**src/rtl/stack_pointer_unit.sv**
```systemverilog
// Stack pointer owner and Memory-stage stack sequencer (PUSH/POP/CALL/RET/INT/RTI).
// Optional bound checking is enabled by defining STACK_CHECK_EN.
module stack_pointer_unit #(
    parameter logic [31:0] SP_RESET = 32'h0000_0FFF,
    parameter logic [31:0] SP_LIMIT = 32'h0000_0800
) (
    input  logic        clk,
    input  logic        rst,
    input  logic        push,
    input  logic        pop,
    input  logic        call,
    input  logic        ret,
    input  logic        int_req,
    input  logic        rti,
    output logic [31:0] sp_adress,
    output logic        stack_or_data,
    output logic        ret_pop,
    output logic        rti_pop,
    output logic        pc_to_stack_int,
    output logic        mem_en,
    output logic        mem_wr,
    output logic [1:0]  word_sel,
    output logic        stall,
    output logic        stack_fault,
    output logic [2:0]  fsm_state
);

`ifdef STACK_CHECK_EN
    localparam bit CHECK_EN = 1'b1;
`else
    localparam bit CHECK_EN = 1'b0;
`endif

    typedef enum logic [2:0] {
        IDLE    = 3'd0,
        CALL_HI = 3'd1,
        RET_LO  = 3'd2,
        INT_HI  = 3'd3,
        INT_FL  = 3'd4,
        RTI_HI  = 3'd5,
        RTI_LO  = 3'd6
    } state_t;

    state_t      state;
    state_t      next_state;
    state_t      seq_next;
    logic [31:0] sp;
    logic        do_push;
    logic        do_pop;
    logic        seq_stall;
    logic [1:0]  seq_word;
    logic        seq_ret;
    logic        seq_rti;
    logic        seq_int;
    logic        fault;

    assign fsm_state = state;

    // Word decode: requests only matter in IDLE; later words follow from state alone.
    always_comb begin
        seq_next  = IDLE;
        do_push   = 1'b0;
        do_pop    = 1'b0;
        seq_stall = 1'b0;
        seq_word  = 2'd0;
        seq_ret   = 1'b0;
        seq_rti   = 1'b0;
        seq_int   = 1'b0;
        case (state)
            IDLE: begin
                if (int_req) begin
                    do_push = 1'b1; seq_word = 2'd1; seq_stall = 1'b1;
                    seq_int = 1'b1; seq_next = INT_HI;
                end else if (rti) begin
                    do_pop = 1'b1; seq_word = 2'd3; seq_stall = 1'b1;
                    seq_rti = 1'b1; seq_next = RTI_HI;
                end else if (ret) begin
                    do_pop = 1'b1; seq_word = 2'd2; seq_stall = 1'b1;
                    seq_ret = 1'b1; seq_next = RET_LO;
                end else if (call) begin
                    do_push = 1'b1; seq_word = 2'd1; seq_stall = 1'b1;
                    seq_next = CALL_HI;
                end else if (pop) begin
                    do_pop = 1'b1;
                end else if (push) begin
                    do_push = 1'b1;
                end
            end
            CALL_HI: begin
                do_push = 1'b1; seq_word = 2'd2;
            end
            RET_LO: begin
                do_pop = 1'b1; seq_word = 2'd1; seq_ret = 1'b1;
            end
            INT_HI: begin
                do_push = 1'b1; seq_word = 2'd2; seq_stall = 1'b1;
                seq_int = 1'b1; seq_next = INT_FL;
            end
            INT_FL: begin
                do_push = 1'b1; seq_word = 2'd3; seq_int = 1'b1;
            end
            RTI_HI: begin
                do_pop = 1'b1; seq_word = 2'd2; seq_stall = 1'b1;
                seq_rti = 1'b1; seq_next = RTI_LO;
            end
            RTI_LO: begin
                do_pop = 1'b1; seq_word = 2'd1; seq_rti = 1'b1;
            end
            default: seq_next = IDLE;
        endcase
    end

    // A faulting word performs no access and abandons the sequence.
    always_comb begin
        fault = CHECK_EN && ((do_push && sp == SP_LIMIT) || (do_pop && sp == SP_RESET));
        mem_en          = (do_push | do_pop) & ~fault;
        mem_wr          = do_push & ~fault;
        stack_or_data   = ~mem_en;
        stall           = seq_stall & ~fault;
        word_sel        = fault ? 2'd0 : seq_word;
        ret_pop         = seq_ret & ~fault;
        rti_pop         = seq_rti & ~fault;
        pc_to_stack_int = seq_int & ~fault;
        stack_fault     = fault;
        next_state      = fault ? IDLE : seq_next;
        if (do_push)
            sp_adress = sp;
        else if (do_pop)
            sp_adress = sp + 32'd1;
        else
            sp_adress = 32'd0;
    end

    always_ff @(posedge clk or posedge rst) begin
        if (rst) begin
            state <= IDLE;
            sp    <= SP_RESET;
        end else begin
            state <= next_state;
            if (mem_en)
                sp <= do_push ? sp - 32'd1 : sp + 32'd1;
        end
    end

endmodule

```
**config.mk**
```make
export PLATFORM = sky130hd
export DESIGN_NAME = stack_pointer_unit
export DESIGN_NICKNAME = d
export VERILOG_FILES = /design/src/rtl/stack_pointer_unit.sv
export SDC_FILE = /design/constraint.sdc
export NUM_CORES = 1
export LEC_CHECK = 0
export ABC_AREA = 1
export CAP_MARGIN = 20
export CORE_ASPECT_RATIO = 1.25
export CORE_MARGIN = 2
export CORE_UTILIZATION = 50
export CTS_CLUSTER_SIZE = 25
export DETAILED_ROUTE_END_ITERATION = 12
export PLACE_DENSITY = 0.84
export SYNTH_ARGS = -nofsm -noshare
export SYNTH_HDL_FRONTEND = slang
export SYNTH_SLANG_ARGS = --single-unit
```
**constraint.sdc**
```tcl
create_clock -name clk -period 5.7 [get_ports clk]
set_input_delay 1.71 -clock clk [delete_from_list [all_inputs] [get_ports clk]]
set_output_delay 1.71 -clock clk [all_outputs]
set_load 0.03 [all_outputs]
```
==> qor.yml <==
yosys:
  synth.distinct_cells: 39
  ys.flop_type: "dfrtp_1"
  yosys.area_share.adder_pct: 0.614
  synthesis.instances: 722
  ys_async_sr_fraction_pct: 100
  synth_area_sq_mm: 0.00408
  synth_area_leader_cell: "nand2_1"
  synthSimpleGateAreaFrac_pct: 52.2
  yosysWarnings: 0
  synth_compound_area_share_pct: 11.9
  ys_ff_latch: 35
  ys_seq_area_share_pct: 21.9
  avgSynthCellArea_sq_um: 5.64
  netlist_top_cells_area: "nand2_1, dfrtp_1, nor2_1"
  synth-xor-area-share_pct: 1.29
  synthesis.nets: 732
  synth_top_family_by_area: "simple AND/OR/NAND/NOR gates"
  synth-edff-count: 0
  synth_top_area_share_pct: 24.0
  synthMuxAreaShare_pct: 0
clock_tree:
  cts_max_level: 2
  cts_resized: 0
  cts_buffers: 5
  cts_buffer_depth: 2
  post_cts_buffers: 0
  cts-root-buf: "clkbuf_8"
  cts_tree: "yes"
  clk_latency_ns: 0.31
  clkTransAtPathRegs_ns: 0.08
  cts_hold_buf: 0
  cts.sinks: 35
layout:
  final_nets: 762
  stdcell_count: 848
  area_delta_synth_final_pct: 11.9
  num_antenna_cells: 0
  stdcell_area_sq_mm: 0.00456
  drive_gt1_share_pct: 13.5
drt:
  met3WireLength_um: 634
  wirelength_um: 12300
  drt_pass1_iterations: 7
  met1_length_um: 5140
  vias: 4822
  wl_met2_um: 6190
  viasPerCell: 5.69
  detail-route-antenna-nets: 0
  remaining_drc_errors: 0
  drt-initial-drc-count: 352
  top_layer: "met4"
  routedWlPerCell_um: 14.6
place:
  dpl_cell_area_sq_mm: 0.00445
  gp_congestion: 0.965
  dp_hpwl_um: 9230
  place_inst: 840
  numPortBuffers: 51
  dp_slack_ns: 0.308
critical_path:
  reg2reg_slack_ns: 3.49
  path_max_fanout: 5
  crit_type: "input pin to output port"
  cp_data_required_time_ns: 3.99
  r2r-start: "fsm_state[2]$_DFF_PP0_"
  startpoint_type: "input pin"
  worstSetupEndpointType: "output port"
  r2r_end: "sp[25]$_DFFE_PP0N_"
  crit_path_start: "rti"
  critPathArrivalTime_ns: 3.69
  ff2ff_path_depth: 10
status:
  status: "finished clean"
grt:
  grtUsageTotal_pct: 28.3
  grt_pass1_wl_um: 20700
  antenna_found_initial: 0
  grt_pass1_vias: 4674
  globalRoute.totalOverflow: 0
  grt_max_degree: 63
floorplanning:
  fp.dieArea_sq_mm: 0.00889
  die_h_um: 105
  core_area_sq_mm: 0.00784
  dieWidth_um: 84.8
  row_count: 36
  boundaryPins: 53
  initial_core_util_pct: 52.0
pwr:
  ir_drop_mv: 0.724
  pwr_density_cell_mw_per_mm2: 589
  p_leak_nw: 2.15
timing:
  hold_viol: 0
  setup_violations: 0
  final.setup.tns_ns: 0
  fin_skew_ns: 0.00645
  slew_viol_final: 0
  min_period_ns: 5.40
  relSlewSlack_pct: 61.5
  layout_worst_path_cycle_share_pct: 94.7
  worst_slack_ns: 0.304
  clock.fmax_ghz: 0.185
  worstMarginPinSlew_ns: 0.577
  rsz0062_at_grt: "no"
run:
  maxCapViolCount: 0
hold_path:
  hp-start: "sp[31]$_DFFE_PP0N_"
  hold_path.class: "flip-flop to flip-flop"
  min_path_cells: 2
  min_to: "sp[31]$_DFFE_PP0N_"
[logic make-up (layout without fill, tap and decap cells)]
logic type,Yosys count,in the layout
compound gates,82,82
xor+xnor,6,6
fa+ha+maj,2,2
buf+inv,100,131
flops,35,35
other cells,1,1
simple gates,496,496
[cell usage in the layout, fill, tap and decap left out, types with 3 or more instances in the layout]
cell type        netlist  layout
a21oi_1                5       5
a31oi_1                9       9
buf_4                 10      39
clkbuf_8               0       6
clkdlybuf4s50_1        0      18
dfrtp_1               23      23
dfstp_2               12      12
inv_1                 59      59
inv_2                  5       5
nand2_1              261     261
nand2_2                9       9
nand2_4                3       3
nand3_1               67      67
nand4_1                5       5
nor2_1               126     126
nor2_2                10      10
nor2_4                 7       7
o21ai_0               26      26
o21ai_1                6       6
o22ai_1               29      29
xor2_1                 6       6
[cell type report]
| type | instances | area [sq um] |
|---|---|---|
| Clock buffer | 7 | 108 |
| Clock inverter | 1 | 5.00 |
| Tap cell | 95 | 119 |
| Inverter | 65 | 251 |
| Timing Repair Buffer | 58 | 493 |
| Fill cell | 829 | 3280 |
| Sequential cell | 35 | 891 |
| Multi-Input combinational cell | 587 | 2690 |
[where the power goes]
group	internal, mW	switching [mW]
registers	0.373	0.182
clock network	0.124	0.111
logic	0.616	1.28
[layer usage]
layer  vias up  global-route usage (%)
li1       2358                       -
met1      2261                    34.4
met2       172                    47.5
met3        31                    5.13
met4         0                    13.7
met5         -                       0
[critical path, stage by stage]
cell and delay (ns):
clkdlybuf4s50_1 0.55, nor2_1 0.08, nand2_1 0.10, nand2_1 0.05, nand2_1 0.12, nand2_4 0.09
a21oi_1 0.16, nand2_1 0.06, o21ai_0 0.07, clkdlybuf4s50_1 0.70
[sequential cells by signal, indices dropped and copies added (netlist names)]
register / cells
sp: 32
fsm_state: 3
[worst max-delay path by stage]
stage               slack, ns  cells past startpoint             to
CTS                      0.31                     10  sp_adress[25]
floorplan                0.94                      8  sp_adress[16]
detailed placement       0.31                     10  sp_adress[25]
global route             0.16                     10  sp_adress[25]
finish                   0.30                     10  sp_adress[25]
global placement         0.36                     10  sp_adress[25]
[cells in the mapped netlist, types with 3 or more instances]
cell type    n
a21oi_1      5
a31oi_1      9
buf_2       13
buf_4       10
buf_6        7
clkbuf_1     3
dfrtp_1     23
dfstp_2     12
inv_1       59
inv_2        5
nand2_1    261
nand2_2      9
nand2_4      3
nand3_1     67
nand4_1      5
nor2_1     126
nor2_2      10
nor2_4       7
o21ai_0     26
o21ai_1      6
o22ai_1     29
xor2_1       6
[through the flow]
step                      power (mW)  hold slack, ns  util [%]
after floorplan                 1.95           0.492         -
after CTS                       2.68           0.545      58.2
final                           2.69           0.542      58.2
after detailed placement        2.44           0.524      56.7
after global placement          2.40           0.520      56.7
after global routing            2.88           0.595      58.2
No activity file was read; power rests on OpenSTA's default activity.
